<file path="src/rtl/div32x32_seq.sv">
// ----------------------------------------------------------------------------
// div32x32_seq
//
// Sequential unsigned integer divider (restoring, radix-2). One quotient bit
// is produced per clock, so a division occupies the block for WIDTH cycles.
// Shares the start/busy handshake of the companion 32x32 multiplier so the
// same host FSM can drive either block.
//
// Handshake (start/busy):
//   A request is accepted on a rising clk edge where state==IDLE (busy==0)
//   and start==1; a and b are captured on that edge only. busy rises right
//   after the accepting edge and falls on the completion edge. quotient and
//   remainder are valid from the first cycle with busy==0 and hold until the
//   next completion or reset. start while busy==1 is ignored, not queued.
//
// Optional feature (macro DIV32_DBZ_EN):
//   When defined, a dbz port is added and a request with b==0 completes after
//   a single busy cycle with quotient=all ones, remainder=a, dbz=1. dbz clears
//   on the next accepted request. When undefined, b==0 runs the normal
//   WIDTH-cycle path, which yields the same quotient/remainder.
//
// Ports:
//   clk        in   1      clock, all state updates on posedge
//   reset      in   1      synchronous, active-high; aborts any operation
//   start      in   1      request, sampled only while busy==0
//   a          in   WIDTH  dividend (unsigned)
//   b          in   WIDTH  divisor (unsigned)
//   busy       out  1      division in progress
//   quotient   out  WIDTH  floor(a/b) of the last completed operation
//   remainder  out  WIDTH  a - b*quotient of the last completed operation
//   dbz        out  1      divide-by-zero flag (DIV32_DBZ_EN only)
//
// Debug visibility: the FSM state is held in state_q (type state_t) and the
// iteration counter in cnt_q; both are plain named signals for binding.
// ----------------------------------------------------------------------------
module div32x32_seq #(
  parameter int WIDTH = 32
) (
  input  logic             clk,
  input  logic             reset,
  input  logic             start,
  input  logic [WIDTH-1:0] a,
  input  logic [WIDTH-1:0] b,
  output logic             busy,
  output logic [WIDTH-1:0] quotient,
  output logic [WIDTH-1:0] remainder
`ifdef DIV32_DBZ_EN
  ,
  output logic             dbz
`endif
);

  localparam int CW = (WIDTH > 1) ? $clog2(WIDTH) : 1;
  localparam logic [CW-1:0] CNT_LAST = CW'(WIDTH - 1);

  typedef enum logic {
    IDLE = 1'b0,
    CALC = 1'b1
  } state_t;

  state_t state_q;
  state_t state_d;

  // Dividend shift register doubles as the quotient accumulator: each
  // iteration the dividend MSB moves into the partial remainder and the new
  // quotient bit enters at the LSB. After WIDTH shifts it holds the quotient.
  logic [WIDTH-1:0] dvd_q;
  logic [WIDTH-1:0] dvs_q;
  logic [WIDTH-1:0] rem_q;
  logic [CW-1:0]    cnt_q;

  logic             accept;
  logic             last_iter;

  // One restoring step, evaluated in WIDTH+1 bits so the shifted partial
  // remainder can never overflow before the compare.
  logic [WIDTH:0]   r_shift;
  logic [WIDTH:0]   r_diff;
  logic             q_bit;
  logic [WIDTH-1:0] r_next;
  logic [WIDTH-1:0] q_next;

`ifdef DIV32_DBZ_EN
  // Set on accepting a zero divisor; the single CALC cycle that follows
  // publishes the defined divide-by-zero result instead of iterating.
  logic dbz_pend_q;
  logic dbz_q;
  assign dbz = dbz_q;
`endif

  assign accept    = (state_q == IDLE) && start;
  assign last_iter = (cnt_q == '0);
  assign busy      = (state_q == CALC);

  // --------------------------------------------------------------------------
  // Datapath combinational step
  // --------------------------------------------------------------------------
  always_comb begin
    r_shift = {rem_q, dvd_q[WIDTH-1]};
    r_diff  = r_shift - {1'b0, dvs_q};
    q_bit   = (r_shift >= {1'b0, dvs_q});
    r_next  = q_bit ? r_diff[WIDTH-1:0] : r_shift[WIDTH-1:0];
    q_next  = {dvd_q[WIDTH-2:0], q_bit};
  end

  // --------------------------------------------------------------------------
  // FSM: state register
  // --------------------------------------------------------------------------
  always_ff @(posedge clk) begin
    if (reset) begin
      state_q <= IDLE;
    end else begin
      state_q <= state_d;
    end
  end

  // --------------------------------------------------------------------------
  // FSM: next-state logic
  // --------------------------------------------------------------------------
  always_comb begin
    state_d = state_q;
    unique case (state_q)
      IDLE: begin
        if (start) begin
          state_d = CALC;
        end
      end
      CALC: begin
        // The zero-divisor shortcut loads cnt_q with 0, so last_iter also
        // ends that one-cycle pass.
        if (last_iter) begin
          state_d = IDLE;
        end
      end
      default: state_d = IDLE;
    endcase
  end

  // --------------------------------------------------------------------------
  // Datapath registers
  // --------------------------------------------------------------------------
  always_ff @(posedge clk) begin
    if (reset) begin
      dvd_q      <= '0;
      dvs_q      <= '0;
      rem_q      <= '0;
      cnt_q      <= '0;
      quotient   <= '0;
      remainder  <= '0;
`ifdef DIV32_DBZ_EN
      dbz_pend_q <= 1'b0;
      dbz_q      <= 1'b0;
`endif
    end else if (accept) begin
      dvd_q <= a;
      dvs_q <= b;
      rem_q <= '0;
`ifdef DIV32_DBZ_EN
      dbz_q <= 1'b0;
      if (b == '0) begin
        dbz_pend_q <= 1'b1;
        cnt_q      <= '0;
      end else begin
        dbz_pend_q <= 1'b0;
        cnt_q      <= CNT_LAST;
      end
`else
      cnt_q <= CNT_LAST;
`endif
    end else if (state_q == CALC) begin
`ifdef DIV32_DBZ_EN
      if (dbz_pend_q) begin
        quotient   <= '1;
        remainder  <= dvd_q;
        dbz_q      <= 1'b1;
        dbz_pend_q <= 1'b0;
      end else begin
`endif
        dvd_q <= q_next;
        rem_q <= r_next;
        cnt_q <= cnt_q - 1'b1;
        // Result registers move only on the completion edge, so the outputs
        // never expose a partially built quotient.
        if (last_iter) begin
          quotient  <= q_next;
          remainder <= r_next;
        end
`ifdef DIV32_DBZ_EN
      end
`endif
    end
  end

endmodule

</file>
<file path="config.mk">
export PLATFORM = sky130hd
export DESIGN_NAME = div32x32_seq
export DESIGN_NICKNAME = d
export VERILOG_FILES = /design/src/rtl/div32x32_seq.sv
export SDC_FILE = /design/constraint.sdc
export NUM_CORES = 1
export LEC_CHECK = 0
export CAP_MARGIN = 5
export CELL_PAD_IN_SITES_DETAIL_PLACEMENT = 0
export CELL_PAD_IN_SITES_GLOBAL_PLACEMENT = 1
export CORE_MARGIN = 3
export CORE_UTILIZATION = 40
export DETAILED_ROUTE_END_ITERATION = 16
export GPL_TIMING_DRIVEN = 0
export PLACE_DENSITY_LB_ADDON = 0.1
export SETUP_SLACK_MARGIN = 0.5
export SYNTH_ARGS = -nofsm -noshare
export SYNTH_HDL_FRONTEND = slang
export SYNTH_SLANG_ARGS = --single-unit
</file>
<file path="constraint.sdc">
create_clock -name clk -period 3.4 [get_ports clk]
set_input_delay 0.68 -clock clk [delete_from_list [all_inputs] [get_ports clk]]
set_output_delay 0.68 -clock clk [all_outputs]
set_load 0.02 [all_outputs]
</file>
==> results of run 1 <==
==> registers in the layout (all words and copies together) (netlist names) <==
register and cells:
dvd_q 32, dvs_q 32, quotient 32, rem_q 32, remainder 32, cnt_q 5, busy 1
==> layout make-up <==
type	instances	area, um^2
Buffer	74	349
Clock buffer	18	439
Clock inverter	14	134
Fill cell	1916	8900
Inverter	40	150
Multi-Input combinational cell	774	5200
Sequential cell	166	3340
Tap cell	270	338
Timing Repair Buffer	150	1520
==> stage by stage <==
stage	total power [mW]	hold WS [ns]
floorplan	3.44	0.436
global placement	3.96	0.444
finish	6.62	0.455
detailed placement	3.97	0.448
global route	6.93	0.469
CTS	6.32	0.458
==> per-layer routing <==
| metal | vias to the layer above | GRT usage |
|---|---|---|
| met5 | - | 0 |
| met4 | 0 | 0.0618 |
| met3 | 30 | 0.0599 |
| met2 | 192 | 0.374 |
| met1 | 3674 | 0.300 |
| li1 | 4012 | - |
==> critical path: stages, from the launching register on <==
cell	delay, ns
dfxtp_2	0.33
inv_2	0.04
ha_4	0.25
buf_6	0.10
and3_4	0.21
and4_4	0.25
o211ai_4	0.09
a211o_1	0.33
a21o_1	0.24
o31ai_4	0.18
buf_6	0.23
buf_12	0.18
mux2i_4	0.30
a211oi_2	0.10
==> cells by family (layout without fill, tap and decap cells) <==
logic type      after synthesis  count (layout)  share of synthesized area
buf+inv                     114             296                     0.0548
mux                          63              63                     0.0761
xor+xnor                     22              22                     0.0231
compound gates              301             301                      0.216
simple gates                353             353                      0.179
fa+ha+maj                    35              35                     0.0533
flops                       166             166                      0.398
==> cells in the mapped netlist, drive strengths merged (6+ instances only) <==
master,instances
dfxtp,166
nand2,161
a21oi,150
nor2,122
clkbuf,65
mux2i,59
o21ai,48
a211oi,42
inv,40
ha,34
xnor2,16
nor3,15
a21o,11
a31oi,10
nand3,10
buf,9
nand4,9
nand2b,7
nor2b,7
o211ai,7
nand3b,6
o21a,6
xor2,6
==> power groups by stage <==
stage / Sequential, mW / Clock, mW / Combinational (mW)
4_1_cts: 2.15 / 1.94 / 2.23
5_1_grt: 2.16 / 2.02 / 2.75
3_3_place_gp: 2.18 / 0 / 1.78
3_5_place_dp: 2.18 / 0 / 1.79
2_1_floorplan: 2.19 / 0 / 1.25
6_report: 2.15 / 1.91 / 2.56
==> what timing repair did <==
action,CTS,global route
cloned,1,2
setup buffers,12,4
hold endpoints to repair,0,0
resized for setup,74,79
pin swaps,12,40
setup endpoints to repair,64,66
==> cell usage in the layout, fill, tap and decap left out, types with 9 or more instances in the layout <==
cell type / netlist / final
a21o_1: 11 / 11
xnor2_1: 16 / 16
clkbuf_16: 0 / 19
inv_1: 40 / 38
ha_1: 34 / 28
mux2i_4: 0 / 20
buf_4: 2 / 13
a211oi_1: 42 / 24
nand2_1: 161 / 160
dfxtp_1: 166 / 161
nor2_1: 122 / 122
clkdlybuf4s50_1: 0 / 131
clkbuf_1: 65 / 59
nand4_1: 9 / 9
a21oi_2: 0 / 14
mux2i_1: 59 / 32
nor3_1: 15 / 13
o21ai_0: 44 / 40
a21oi_1: 150 / 136
a211oi_2: 0 / 17
==> worst max-delay path by stage <==
| stage | to | slack [ns] | cells after the start |
|---|---|---|---|
| 2_1_floorplan | remainder[0] | 0.65 | 11 |
| 3_3_place_gp | remainder[7] | 0.02 | 12 |
| 3_5_place_dp | remainder[7] | 0.01 | 12 |
| 4_1_cts | remainder[0] | 0.45 | 13 |
| 5_1_grt | remainder[10] | 0.37 | 13 |
| 6_report | remainder[7] | 0.43 | 13 |
==> results.py, run 1 <==
metrics = {
    "power": {
        "p_comb_frac": 0.387,
        "sw_frac_of_total": 0.360,
        "leakage_nw": 4.22,
        "powerDensity_nw_per_um2": 578,
        "seqPwrFrac": 0.324,
        "p_int_mw": 4.24,
        "clkPwrFrac": 0.288,
        "vdd_drop_max_mv": 0.360,
        "p_sw_mw": 2.38,
    },
    "timing": {
        "rsz0062_at_grt": "yes",
        "setup_slack_ns": 0.430,
        "max_slew_margin": 0.478,
        "skew_ns": 0.00907,
        "layout_min_cycle_time_ns": 2.97,
        "setup_viol": 0,
        "tns_ns": 0,
        "tightest_slew_ns": 0.783,
        "fin_crit_sh": 0.874,
        "hold_viol": 0,
        "maxSlewViolCount": 0,
        "timing.fmax_mhz": 337,
    },
    "synthesis": {
        "syn_inst": 1054,
        "avgSynthCellArea_um2": 7.92,
        "synth_fp_nets": 1156,
        "syn_area_um2": 8350,
        "ys_seq_elements": 166,
        "yosysSeqAreaShare": 0.398,
        "yosys_warnings": 0,
        "netlist_top_cells_area": "dfxtp_1 40%, a21oi_1 9.0%, nand2_1 7.2%",
        "ys.flop_type": "dfxtp_1",
        "yosysUniqueCellTypes": 55,
        "yosysTopAreaCell": "dfxtp_1",
        "synth-edff-count": 0,
        "synth_top_area_frac": 0.398,
        "ys_async_sr_fraction": 0,
    },
    "clock_network": {
        "cts_hold_buf": 0,
        "clock-root-buffer": "clkbuf_16",
        "clk_path_buf_depth": 2,
        "insertion_delay_ns": 0.44,
        "path_clk_slew_ns": 0.07,
        "cts-htree-levels": 4,
        "cts_tree": "done",
        "cts_buffers": 17,
        "cts.sinks": 166,
    },
    "global_routing": {
        "gr-total-overflow": 0,
        "grt_max_degree": 18,
        "antenna_found_initial": 0,
        "grt_pass1_vias": 7791,
        "grt_pass1_wl_mm": 40.8,
        "grt.total_usage": 0.229,
    },
    "floorplan": {
        "die_y_um": 150,
        "die_area_um2": 22600,
        "initial_core_util": 0.410,
        "die_x_um": 150,
        "rows": 52,
        "num_io_pins": 132,
        "coreArea_um2": 20400,
    },
    "final_layout": {
        "final_area_um2": 11500,
        "drive_above_1_share": 0.133,
        "antenna_cells": 0,
        "area_delta_synth_final_pct": 37.4,
        "num-nets-final": 1325,
        "stdcell_count": 1506,
        "final_util": 0.563,
    },
    "route": {
        "vias_per_cell": 5.25,
        "drtIter0Drc": 351,
        "drc": 0,
        "routed.top_layer": "met4",
        "num_vias": 7908,
        "ant_nets": 0,
        "firstDrtPassIters": 5,
        "met1_length_mm": 11.7,
        "wl_per_cell_um": 17.1,
        "wl_met3_mm": 1.55,
        "drt_wl_total_mm": 25.8,
        "wl_met2_mm": 12.1,
    },
    "placement": {
        "place_area_um2": 10000,
        "hpwl_mm": 18.4,
        "dp_cells": 1455,
        "io_buffers": 131,
        "post-place-ws_ns": 0.0135,
        "gp_congestion": 0.869,
    },
    "setup_path": {
        "cp.arrival_ns": 3.27,
        "path_class": "reg2reg",
        "path_max_fanout": 7,
        "r2r_setup_slack_ns": 0.43,
        "worstSetupStartpointType": "flop",
        "required_ns": 3.70,
        "endpoint_kind": "flop",
        "reg2reg_depth": 13,
        "rr_endpoint": "remainder[7]",
        "worstReg2RegStart": "dvs_q[11]",
        "startpoint": "dvs_q[11]",
    },
    "min_path": {
        "min_to": "dvs_q[29]",
        "hold_path.class": "reg2reg",
        "worstHoldStart": "dvs_q[29]",
        "holdPathStages": 2,
    },
    "run": {
        "max_cap_violations": 0,
    },
    "run_status": {
        "outcome": "finished clean",
    },
}
Power figures use the tool's default switching activity.
==> run 2, diff against run 1 <==
--- a/config.mk
+++ b/config.mk
@@ -8,6 +8,7 @@
 export CAP_MARGIN = 5
 export CELL_PAD_IN_SITES_DETAIL_PLACEMENT = 0
 export CELL_PAD_IN_SITES_GLOBAL_PLACEMENT = 1
+export CORE_ASPECT_RATIO = 1.1
 export CORE_MARGIN = 3
 export CORE_UTILIZATION = 40
 export DETAILED_ROUTE_END_ITERATION = 16
==> run 2 against run 1 <==
Net effect: critical path depth is 2 lower; via count shrank 0.10%; first-iteration DRC count up 30%; non-clock buffer count down 1; sequential power about the same; final cell count decreased by 1.3%.
==> results.py, run 2 (same netlist as run 1, synthesis figures left out) <==
metrics = {
    "run_status": {
        "outcome": "finished clean",
    },
    "min_path": {
        "hold_path.class": "reg2reg",
    },
    "placement": {
        "hpwl_mm": 18.6,
        "place_area_um2": 9980,
        "io_buffers": 131,
        "gp_congestion": 0.897,
    },
    "timing": {
        "timing.fmax_mhz": 345,
        "skew_ns": 0.0122,
        "tightest_slew_ns": 0.759,
        "hold_slack_ns": 0.454,
        "max_slew_margin": 0.494,
        "tns_ns": 0,
        "layout_min_cycle_time_ns": 2.90,
        "maxSlewViolCount": 0,
        "hold_viol": 0,
        "fin_crit_sh": 0.854,
        "setup_viol": 0,
        "rsz0062_at_grt": "yes",
    },
    "floorplan": {
        "num_io_pins": 132,
        "die_y_um": 158,
        "rows": 54,
        "die_x_um": 144,
        "initial_core_util": 0.415,
        "coreArea_um2": 20100,
        "die_area_um2": 22600,
    },
    "final_layout": {
        "antenna_cells": 0,
        "final_area_um2": 11400,
        "final_cell_mix": "161 x nand2_1, 161 x dfxtp_1, 143 x a21oi_1, 131 x clkdlybuf4s50_1, 122 x nor2_1",
        "drive_above_1_share": 0.124,
        "num-nets-final": 1324,
        "area_delta_synth_final_pct": 36.3,
        "fillers": 1981,
    },
    "run": {
        "max_cap_violations": 0,
    },
    "global_routing": {
        "gr-total-overflow": 0,
        "grt_pass1_wl_mm": 40.8,
        "grt_max_degree": 18,
        "grt_pass1_vias": 7701,
        "grt.total_usage": 0.227,
        "antenna_found_initial": 0,
    },
    "setup_path": {
        "slowest_stage": "dfxtp_1",
        "path_max_fanout": 6,
        "cp.arrival_ns": 3.19,
        "worstSetupStartpointType": "flop",
        "path_cells": "ha_4 > a21o_1 > a31oi_4 > and3_4 > a211o_1 > a21o_1 > o31ai_4 > buf_6 > buf_12 > mux2i_4 > a211oi_2",
        "crit_path_frequent_cell": "a21o_1",
        "max_stage_delay_ns": 0.39,
        "required_ns": 3.69,
        "path_class": "reg2reg",
        "endpoint_kind": "flop",
    },
    "power": {
        "powerDensity_nw_per_um2": 578,
        "power_mw": 6.58,
        "vdd_drop_max_mv": 0.342,
        "leakage_nw": 4.21,
    },
    "clock_network": {
        "cts-htree-levels": 4,
        "path_clk_slew_ns": 0.07,
        "cts.sinks": 166,
        "clk_path_buf_depth": 2,
        "cts_tree": "done",
        "insertion_delay_ns": 0.44,
        "clock-root-buffer": "clkbuf_16",
        "cts_buffers": 17,
    },
    "route": {
        "drc": 0,
        "firstDrtPassIters": 5,
        "vias_per_cell": 5.31,
        "drt_wl_total_mm": 25.7,
        "drtIter0Drc": 456,
        "num_vias": 7900,
        "ant_nets": 0,
        "wl_per_cell_um": 17.3,
    },
}
[run 2: cell types whose count changed in the layout (fill, tap and decap cells not counted), moves of 3 or more]
| cell | change |
|---|---|
| a311oi_2 | +3 |
| dfxtp_4 | -3 |
| a21oi_2 | -7 |
| a21oi_1 | +7 |
| a311oi_1 | -3 |
| a211oi_1 | +6 |
| dfxtp_2 | +3 |
| a211oi_2 | -5 |
[run 2: area by class of cell]
type / instances / area [um^2] / share of cell area
well taps: 252 / 315 / 0.0277
clock buffers: 18 / 429 / 0.0377
multi-input cells: 774 / 5170 / 0.454
clock inverters: 14 / 159 / 0.0140
flip-flops and latches: 166 / 3330 / 0.293
plain buffers: 74 / 349 / 0.0307
inverters: 40 / 150 / 0.0132
repair buffers: 149 / 1480 / 0.130
[run 2: worst paths after layout]
path | slack, ns | startpoint | to | cells after the start
worst max-delay path | 0.50 | rem_q[7] | remainder[7] | 11
worst max register to register | 0.50 | rem_q[7] | remainder[7] | 11
worst min-delay path | 0.45 | quotient[10] | quotient[10] | 2
worst min register to register | 0.45 | quotient[10] | quotient[10] | 2
[run 2: per-layer routing]
layer | vias to the layer above | global-route usage | part of all wire
met5 | - | 0 | 0
li1 | 4002 | - | -
met2 | 185 | 0.388 | 0.48
met3 | 31 | 0.0562 | 0.054
met4 | 0 | 0.0538 | 0.016
met1 | 3682 | 0.289 | 0.45
[run 2: repair_timing]
item                       4_1_cts  5_1_grt
hold buffers                     0        0
pin swaps                        9       19
buffers inserted                12        4
setup endpoints to repair       64       64
gates cloned                     1        1
resized for setup               69       71
[run 2: critical path: cells and delay by family (launching register included)]
kind | cells | cell delay [ns]
adders and majority gates | 1 | 0.33
AOI/OAI and AO/OA | 6 | 1.16
DFF | 1 | 0.39
buffers and inverters | 2 | 0.37
muxes | 1 | 0.29
and+or+nand+nor | 1 | 0.20
[run 2: power breakdown]
group          total, mW  internal (mW)  switching (mW)
Sequential          2.15           2.06          0.0937
Combinational       2.46           1.14            1.32
Clock               1.97           1.05           0.920
[run 2: through the flow]
step                       util  cells  setup WS [ns]
after floorplan               -   1054          0.653
after global placement    0.495   1437         0.0669
after detailed placement  0.495   1437         0.0618
after CTS                 0.545   1482          0.487
after global routing      0.565   1487          0.391
final                     0.565   1487          0.498
